===== config.mk =====
export PLATFORM = sky130hd
export DESIGN_NAME = if_stage
export DESIGN_NICKNAME = d
export VERILOG_FILES = /design/src/rtl/if_stage.sv
export SDC_FILE = /design/constraint.sdc
export NUM_CORES = 1
export LEC_CHECK = 0
export CORE_ASPECT_RATIO = 0.6
export CORE_MARGIN = 5
export CORE_UTILIZATION = 47
export CTS_CLUSTER_SIZE = 14
export DETAILED_ROUTE_END_ITERATION = 10
export HOLD_SLACK_MARGIN = 0.05
export PLACE_DENSITY = 0.91
export SLEW_MARGIN = 25
export SYNTH_ARGS = -nofsm -noshare
export SYNTH_HDL_FRONTEND = slang
export SYNTH_SLANG_ARGS = --single-unit

===== constraint.sdc =====
create_clock -name clk -period 6 [get_ports clk]
set_input_delay 1.5 -clock clk [delete_from_list [all_inputs] [get_ports clk]]
set_output_delay 1.5 -clock clk [all_outputs]
set_load 0.05 [all_outputs]

===== src/rtl/if_stage.sv =====
// if_stage: instruction-fetch stage of the 5-stage RISC-V pipeline.
// Holds the program counter, computes PC + PC_INC, and registers the fetched
// instruction together with its PC + PC_INC into the IF/ID pipeline register.
// Optional: define IF_STAGE_PC_CUR_EN to add PC_cur, the IF/ID copy of the
// fetch PC itself.
module if_stage #(
    parameter int              XLEN      = 32,
    parameter logic [XLEN-1:0] RESET_PC  = 32'h0000_0000,
    parameter int              PC_INC    = 4,
    parameter logic [XLEN-1:0] NOP_INSTR = 32'h0000_0013
) (
    input  logic            clk,
    input  logic            reset,
    input  logic [XLEN-1:0] instruction,
    input  logic            stall,
    input  logic            flush,
    input  logic            branch_taken,
    input  logic [XLEN-1:0] branch_target,
    output logic [XLEN-1:0] PC,
    output logic [XLEN-1:0] PC_new,
    output logic [XLEN-1:0] instr,
    output logic [XLEN-1:0] PC_n
`ifdef IF_STAGE_PC_CUR_EN
    ,
    output logic [XLEN-1:0] PC_cur
`endif
);

    localparam logic [XLEN-1:0] PC_INC_W = XLEN'(PC_INC);

    logic [XLEN-1:0] pc_reg;
    logic [XLEN-1:0] instr_reg;
    logic [XLEN-1:0] pc_n_reg;
    logic [XLEN-1:0] redirect_pc;

    // Incrementer wraps naturally at 2^XLEN; redirect targets are word-aligned.
    always_comb begin
        PC_new      = pc_reg + PC_INC_W;
        redirect_pc = {branch_target[XLEN-1:2], 2'b00};
    end

    // Program counter: a redirect wins over a stall so a taken branch is never lost.
    always_ff @(posedge clk or negedge reset) begin
        if (!reset) begin
            pc_reg <= RESET_PC;
        end else if (branch_taken) begin
            pc_reg <= redirect_pc;
        end else if (!stall) begin
            pc_reg <= PC_new;
        end
    end

    // IF/ID register: flush wins over stall so a squashed slot always becomes a bubble.
    always_ff @(posedge clk or negedge reset) begin
        if (!reset) begin
            instr_reg <= NOP_INSTR;
            pc_n_reg  <= '0;
        end else if (flush) begin
            instr_reg <= NOP_INSTR;
            pc_n_reg  <= '0;
        end else if (!stall) begin
            instr_reg <= instruction;
            pc_n_reg  <= PC_new;
        end
    end

`ifdef IF_STAGE_PC_CUR_EN
    logic [XLEN-1:0] pc_cur_reg;

    // IF/ID copy of the fetch PC, following the same flush/stall priority as PC_n.
    always_ff @(posedge clk or negedge reset) begin
        if (!reset) begin
            pc_cur_reg <= '0;
        end else if (flush) begin
            pc_cur_reg <= '0;
        end else if (!stall) begin
            pc_cur_reg <= pc_reg;
        end
    end

    assign PC_cur = pc_cur_reg;
`endif

    assign PC    = pc_reg;
    assign instr = instr_reg;
    assign PC_n  = pc_n_reg;

endmodule


==> run metrics, run 1 <==
Worst-Skew Late Latency=0.33 ns; Yosys cell types=44; GP Congestion=approximately 0.86; largest net degree at the start of global routing=51; # diodes=0; Avg Inst Size Synth=between 9 and 10 um2; RSZ-0062 raised after global routing=no; Most used DFF post-synth=dfrtp_1; Crit path arrival time=3.59 ns; die height=between 80 and 90 um; Slew Viols, Final=0; 1st-iter DRT viols=366; Final Hold Slack=0.519 ns; Initial Utilization=around 48%; EDFF count, synth=0; clock tree from TritonCTS=yes; status=finished clean; post-synthesis sequential element count=93; Hold Buf Count CTS=0; Gate power share=between 30% and 40%; Worst slew margin=approximately 44%; Post-CTS Setup Repair Bufs=0; switching power=approximately 670 uW; Ports=between 150 and 200; final total power=around 2.0 mW; DRT Pass-1 Iters=5; die area=~12000 um2; Setup WS pre-CTS=~1.3 ns; CP required=4.50 ns; chip width=~140 um; CP startpoint kind=flip-flop; part of the Yosys area used for sequential elements=between 40% and 50%; Async S/R FF share, synth=100%; HPWL after DPL=between 10000 and 15000 um; root buffer cell=clkbuf_16; Layout Nets=about 730; origin of the worst setup path=PC[2]; Max Cap Viol=0; Via density=roughly 5.7; Setup violations, final=0; synthesized area=roughly 4800 um2; worst vdd ir=between 0.15 and 0.2 mV; first-pass GRT wire length=24100 um; gr ovfl total=0; Peak Freq=approximately 0.20 GHz; port bufs=190; CTS Buf Count=9; Int Pwr=approximately 1.3 mW; Longest Clk Path Bufs=2; drt wl/cell=around 19 um; post-route ant nets=0; number of global-route vias before repair=roughly 4600; Hold Path Origin=instr[31]; Clk pwr share=32.2%; Hold Vio Cnt, Final=0; PwrDens=roughly 280 nW/um2; Seq pwr share=37.2%; CP Capture Type=primary output; worst-margin pin slew=between 0.8 and 0.9 ns; PostCTS Resize Cnt=0; Final min period=a little over 5 ns; cell row count=28; Worst-path clk slew=roughly 0.060 ns; LEAKAGE=around 3 nW; synthesized instance count=500; # DRC=0; max reg flops=32; critical setup path kind=reg -> out; Layout area overhead=46.2%; worst reg-to-reg setup slack=3.35 ns; Clock Skews=about 0.008 ns; H-tree depth=3; FF-to-FF Start=PC[2]; setup TNS=0 ns; most frequent cells in the layout=clkdlybuf4s50_1 (187), dfrtp_1 (90), nor2_1 (55), nand2_1 (48), mux2i_1 (32); final setup margin=approximately 0.91 ns; vias=between 4000 and 5000; clock sink count=93; Critical Path Fanout Max=19; final critical-path share of the clock period=84.8%; layout cells sized above 1=5.26%; Core ar.=approximately 9900 um2; antenna violations before repair=0; WL final=about 15000 um; gr usage total=around a quarter; commonest non-fill, non-tap cell in the layout=clkdlybuf4s50_1; synth warn=0; worst min path class=reg -> reg; Net Sw Frac=approximately 34%
-- per-stage QoR --
stage / cells / utilization (%) / area, um2
after CTS: 801 / 70.8 / 7040
after floorplan: 503 / - / 4830
final: 801 / 70.8 / 7040
after global routing: 801 / 70.8 / 7040
after global placement: 786 / 67.5 / 6720
after detailed placement: 786 / 67.5 / 6720
-- power groups by stage --
stage,sequential (mW),combinational (mW),clock [mW]
6_report,0.731,0.600,0.633
4_1_cts,0.729,0.604,0.646
3_5_place_dp,0.740,0.602,0
5_1_grt,0.738,0.630,0.671
3_3_place_gp,0.736,0.594,0
2_1_floorplan,0.888,0.219,0
-- critical path: stages, from the launching register on --
cell,delay (ns)
dfrtp_1,0.51
ha_1,0.28
nand2_1,0.14
or4_1,0.85
nor4_1,0.48
or2_2,0.19
clkdlybuf4s50_1,0.80
-- synthesized netlist by cell type, drive strengths merged, types with 10 or more instances --
library cell,instances,area share (%)
a31oi,11,1.4
clkbuf,37,2.9
dfrtp,90,47
mux2i,32,6.6
nand2,48,3.7
nand2b,10,1.3
nand3,14,1.7
nor2,55,4.3
nor4,10,1.3
o21a,14,2.2
o21ai,25,2.6
or3,13,1.7
or4,16,2.5
xnor2,16,2.9
xor2,10,1.8
-- cell type report --
| cell class | instances | area (um2) |
|---|---|---|
| Inverter | 5 | 18.8 |
| Clock inverter | 5 | 100 |
| Sequential cell | 93 | 2330 |
| Tap cell | 135 | 169 |
| Clock buffer | 10 | 229 |
| Multi-Input combinational cell | 359 | 2270 |
| Timing Repair Buffer | 194 | 1920 |
| Fill cell | 749 | 2910 |
-- path summary, 6_finish.rpt --
kind | depth (start not counted) | to
setup / recovery | 6 | PC_new[30]
hold / removal | 2 | instr[31]
setup reg to reg | 5 | PC_n[30]
hold reg to reg | 2 | instr[31]
max in group asynchronous | 2 | PC[17]
min in group asynchronous | 1 | instr[3]
-- layer usage --
| metal | part of all wire (%) | global-route usage, % | wire length, um | up-vias |
|---|---|---|---|---|
| li1 | - | - | - | 2103 |
| met1 | 45 | 33.6 | 6760 | 2247 |
| met2 | 46 | 39.0 | 6910 | 218 |
| met3 | 8.6 | 6.26 | 1290 | 14 |
| met4 | 0.95 | 5.10 | 143 | 0 |
| met5 | 0 | 0 | 0 | - |
-- kinds of logic (layout without fill, tap and decap cells) --
family                   Yosys count  count (layout)  synth area share [%]
AO/OA/AOI/OAI                     94              94                  13.7
AND/OR/NAND/NOR                  202             202                  21.6
adder cells (fa/ha/maj)            1               1                 0.260
buffers and inverters             51             214                  4.62
XOR/XNOR                          26              26                  4.73
flip-flops                        93              93                  48.4
multiplexers                      32              32                  6.65
other                              1               4                0.0778
Power figures use the tool's default switching activity.
==> run 2, diff against run 1 <==
CORE_UTILIZATION = 44   (was 47)
PLACE_DENSITY = 0.87   (was 0.91)
clock period = 4.8 ns   (was 6 ns; I/O delays follow)
==> run 2 against run 1 <==
Design area down 0.12%. Clock skew about the same. First-iteration DRC count down 28%. Register-to-register slack worse by 1.0 ns. Clock power up 11%. Flip-flop and latch count unchanged. Sequential power up 25%. Worst setup slack worse by 0.72 ns. Count of clock-buffer cells in the layout up 1. Die area up 6.2%. Worst hold slack worse by 0.0023 ns. Largest cell class unchanged. Highest routed layer unchanged.
==> run metrics, run 2 (same netlist as run 1, synthesis figures left out) <==
status=finished clean; Longest Clk Path Bufs=2; drt wl/cell=19.1 um; Cells after DPL=slightly below 800; fin cells=just over 800; Post-CTS Setup Repair Bufs=0; layout cells sized above 1=5.97%; die area=roughly 13000 um2; RSZ-0062 raised after global routing=no; worst vdd ir=0.223 mV; root buffer cell=clkbuf_16; met1 wire length=around 6900 um; routed wl met3=approximately 1500 um; Hold Buf Count CTS=0; largest stage delay on the critical path=approximately 0.85 ns; Final min period=4.60 ns; placed inst area=6740 um2; CTS Buf Count=9; Layout area overhead=46.1%; gr ovfl total=0; final critical-path share of the clock period=about 96%; port bufs=190; Worst-Skew Late Latency=roughly 0.33 ns; first-pass GRT wire length=approximately 25000 um; CP required=around 3.6 ns; DRT Pass-1 Iters=5; met2 WL=roughly 6900 um; cell row count=29; Clock Skews=0.00765 ns; Core ar.=between 10000 and 15000 um2; Worst slew margin=between 40% and 50%; critical setup path kind=reg -> out; number of global-route vias before repair=between 4000 and 5000; Hold Vio Cnt, Final=0; GP Congestion=0.872; Ports=197; clock sink count=93; Layout Nets=735; Critical Path Fanout Max=15; die height=slightly above 90 um; CP startpoint kind=flip-flop; # DRC=0; # diodes=0; design area=about 7000 um2; Worst-path clk slew=about 0.070 ns; post-route ant nets=0; 1st-iter DRT viols=262; antenna violations before repair=0; Via density=about 5.5; Slew Viols, Final=0; Setup violations, final=0; gr usage total=~23%; most frequent cells in the layout=clkdlybuf4s50_1 (186), dfrtp_1 (90), nor2_1 (55), nand2_1 (48), mux2i_1 (32); LEAKAGE=around 2.9 nW; H-tree depth=3; WL final=15400 um; Initial Utilization=45.3%; CP Capture Type=primary output; worst-margin pin slew=0.891 ns; CP Cell Sequence=nand3_4, or4_1, nor4_1, or2_2, clkdlybuf4s50_1; Crit path arrival time=approximately 3.4 ns; setup TNS=0 ns; Final Hold Slack=0.517 ns; final total power=between 2 and 2.5 mW; PwrDens=~340 nW/um2; Max Cap Viol=0; largest net degree at the start of global routing=57; vias=4485; worst min path class=reg -> reg; max reg flops=32; chip width=between 100 and 150 um; clock tree from TritonCTS=yes; Slowest-stage cell, CP=or4_1; DR top layer=met4; Peak Freq=0.217 GHz; commonest non-fill, non-tap cell in the layout=clkdlybuf4s50_1; Hold Crit Depth=2; PostCTS Resize Cnt=0; worst r2r path cells=4; HPWL after DPL=between 10000 and 15000 um
## run 2: routing by layer
layer  up-vias  track usage (%)
met3        16             7.31
met2       208             34.8
met1      2152             32.1
met5         -                0
met4         0             5.75
li1       2109                -
## run 2: through the flow
stage	setup WS, ns	utilization [%]
after floorplan	0.723	-
after detailed placement	0.434	63.4
after CTS	0.0492	66.1
after global placement	0.506	63.4
final	0.198	66.2
after global routing	0.0271	66.2
## run 2: area by class of cell
cell class | instances | area, um2
fillers | 854 | 3600
flip-flops and latches | 93 | 2330
multi-input cells | 359 | 2280
repair buffers | 197 | 1940
clock buffers | 11 | 233
well taps | 139 | 174
clock inverters | 5 | 58.8
inverters | 5 | 18.8
## run 2: path summary, 6_finish.rpt
path                         endpoint  slack (ns)    start
setup / recovery           PC_new[29]        0.20    PC[4]
hold / removal                PC_n[2]        0.52  PC_n[2]
min in group asynchronous      PC[30]        0.91    reset
hold reg to reg               PC_n[2]        0.52  PC_n[2]
setup reg to reg               PC[29]        2.32    PC[4]
max in group asynchronous    instr[8]        2.91    reset
## run 2: worst max-delay path, delay by kind of cell, from the launching register on
family | cells | cell delay (ns)
and+or+nand+nor | 4 | 1.70
DFF | 1 | 0.55
buffers and inverters | 1 | 0.81
## run 2: where the power goes
| part | internal, mW | switching [mW] | total [mW] |
|---|---|---|---|
| logic | 0.265 | 0.491 | 0.756 |
| registers | 0.842 | 0.0695 | 0.912 |
| clock network | 0.405 | 0.299 | 0.704 |
| total | 1.51 | 0.860 | 2.37 |
==> run 3, diff against run 2 <==
CELL_PAD_IN_SITES_DETAIL_PLACEMENT = 1   (was default)
CELL_PAD_IN_SITES_GLOBAL_PLACEMENT = 1   (was default)
CORE_UTILIZATION = 32   (was 44)
PLACE_DENSITY = 0.86   (was 0.87)
==> run 3 against run 2 <==
Non-clock buffer count grew 5. Flip-flop and latch count is the same. Largest cell class unchanged. Via count grew 2.5%. Register-to-register slack lost 0.04 ns. Fmax grew 0.83%. Clock skew grew 0.00069 ns. Count of clock-buffer cells in the layout is the same. Worst hold slack gained 0.017 ns. Global-route usage shrank 3.3 points. Sequential power shrank 0.4%. Combinational power grew 2%.
==> run metrics, run 3 (same netlist as run 1, synthesis figures left out) <==
Worst-Skew Late Latency=between 0.3 and 0.4 ns; CP required=approximately 3.6 ns; Longest Clk Path Bufs=2; PwrDens=between 300 and 400 nW/um2; Ports=197; cell row count=34; worst min path class=reg -> reg; 1st-iter DRT viols=306; Cells after DPL=857; chip width=168 um; DRT Pass-1 Iters=4; GP Congestion=between 0.7 and 0.8; die area=17700 um2; DR top layer=met4; PostCTS Resize Cnt=1; WL final=about 18000 um; Initial Utilization=about a third; Max Cap Viol=0; max reg flops=32; worst vdd ir=between 0.15 and 0.2 mV; LEAKAGE=between 2 and 3 nW; root buffer cell=clkbuf_16; routed wl met3=~1100 um; clock tree from TritonCTS=yes; Layout area overhead=48.0%; layout cells sized above 1=6.96%; largest stage delay on the critical path=0.71 ns; number of global-route vias before repair=slightly below 5000; gr ovfl total=0; final critical-path share of the clock period=between 90% and 100%; largest net degree at the start of global routing=a little under 70; worst reg-to-reg setup slack=approximately 2.3 ns; Hold Buf Count CTS=0; CP Cell Sequence=ha_1, nand2_1, or4_4, o31a_1, or2_2, clkdlybuf4s50_1; gr usage total=around 20%; post-route ant nets=0; die height=approximately 110 um; CTS Buf Count=9; clock sink count=between 90 and 100; vias=4598; most frequent cells in the layout=clkdlybuf4s50_1 (185), dfrtp_1 (90), nor2_1 (55), nand2_1 (48), mux2i_1 (32); CP startpoint kind=flip-flop; FF/Latch Area=between 2000 and 2500 um2; Core ar.=around 15000 um2; first-pass GRT wire length=roughly 28000 um; Multi-input gate area=roughly 2300 um2; Hold Vio Cnt, Final=0; port bufs=between 150 and 200; Peak Freq=around 0.22 GHz; Slew Viols, Final=0; Setup violations, final=0; # DRC=0; worst-margin pin slew=about 0.92 ns; antenna violations before repair=0; Crit path arrival time=between 3 and 4 ns; met2 WL=8400 um; Final min period=4.56 ns; Worst-path clk slew=0.07 ns; Via density=between 5 and 6; status=finished clean; Worst slew margin=between 30% and 40%; fillers=1648; RSZ-0062 raised after global routing=no; HPWL after DPL=13100 um; CP Capture Type=primary output; drt wl/cell=20.5 um; met1 wire length=8300 um; Clock Skews=between 0.008 and 0.009 ns; setup TNS=0 ns; Slowest-stage cell, CP=clkdlybuf4s50_1; H-tree depth=3; Critical Path Fanout Max=19; fin cells=874; Layout Nets=between 700 and 800; Post-CTS Setup Repair Bufs=0; commonest non-fill, non-tap cell in the layout=clkdlybuf4s50_1; critical setup path kind=reg -> out
==> run 3: cell count changes in the layout (fill, tap and decap cells not counted), sizes merged <==
cell	change
buf	+6
bufinv	-1
clkdlybuf4s50	-1
clkinvlp	+1
diode	+1
==> run 3: critical path, delay by kind of cell (launching register included) <==
kind | cells | cell delay (ns)
simple gates | 3 | 1.16
compound gates | 1 | 0.34
buf+inv | 1 | 0.71
fa+ha+maj | 1 | 0.31
flops | 1 | 0.50
==> run 3: cell type report <==
| class | instances | area share, % |
|---|---|---|
| clock inverter | 5 | 0.509 |
| antenna | 1 | 0.0351 |
| timing repair buffer | 202 | 27.8 |
| inverter | 5 | 0.263 |
| clock buffer | 11 | 3.26 |
| multi-input combinational | 359 | 32.0 |
| sequential | 93 | 32.7 |
| tap | 198 | 3.47 |
==> run 3: path summary, 6_finish.rpt <==
path | start | endpoint | cells after the start
worst min-delay path | PC_n[2] | PC_n[2] | 2
min in group asynchronous | reset | instr[8] | 1
worst max register to register | PC[3] | PC[26] | 5
worst min register to register | PC_n[2] | PC_n[2] | 2
max in group asynchronous | reset | PC_n[31] | 2
worst max-delay path | PC[3] | PC_new[30] | 6
==> run 3: power by group <==
group	switching, mW	internal [mW]
sequential	0.0663	0.842
combinational	0.505	0.269
clock	0.317	0.353
total	0.889	1.46
==> run 3: layer usage <==
metal  track usage, %  up-vias
met5                0        -
met4             2.90        0
met3             4.98       10
met2             32.0      154
met1             27.3     2308
li1                 -     2126
==> run 3: metrics by stage <==
stage          total power, mW  util (%)  hold WS (ns)  worst slack (ns)  cell area (um2)
2_1_floorplan             1.38         -         0.652             0.723             4830
3_3_place_gp              1.68      46.8         0.503             0.491             6850
3_5_place_dp              1.70      46.8         0.515             0.380             6850
4_1_cts                   2.38      48.7         0.533             0.123             7120
5_1_grt                   2.45      48.7         0.556            0.0778             7130
6_report                  2.35      48.7         0.534             0.236             7130
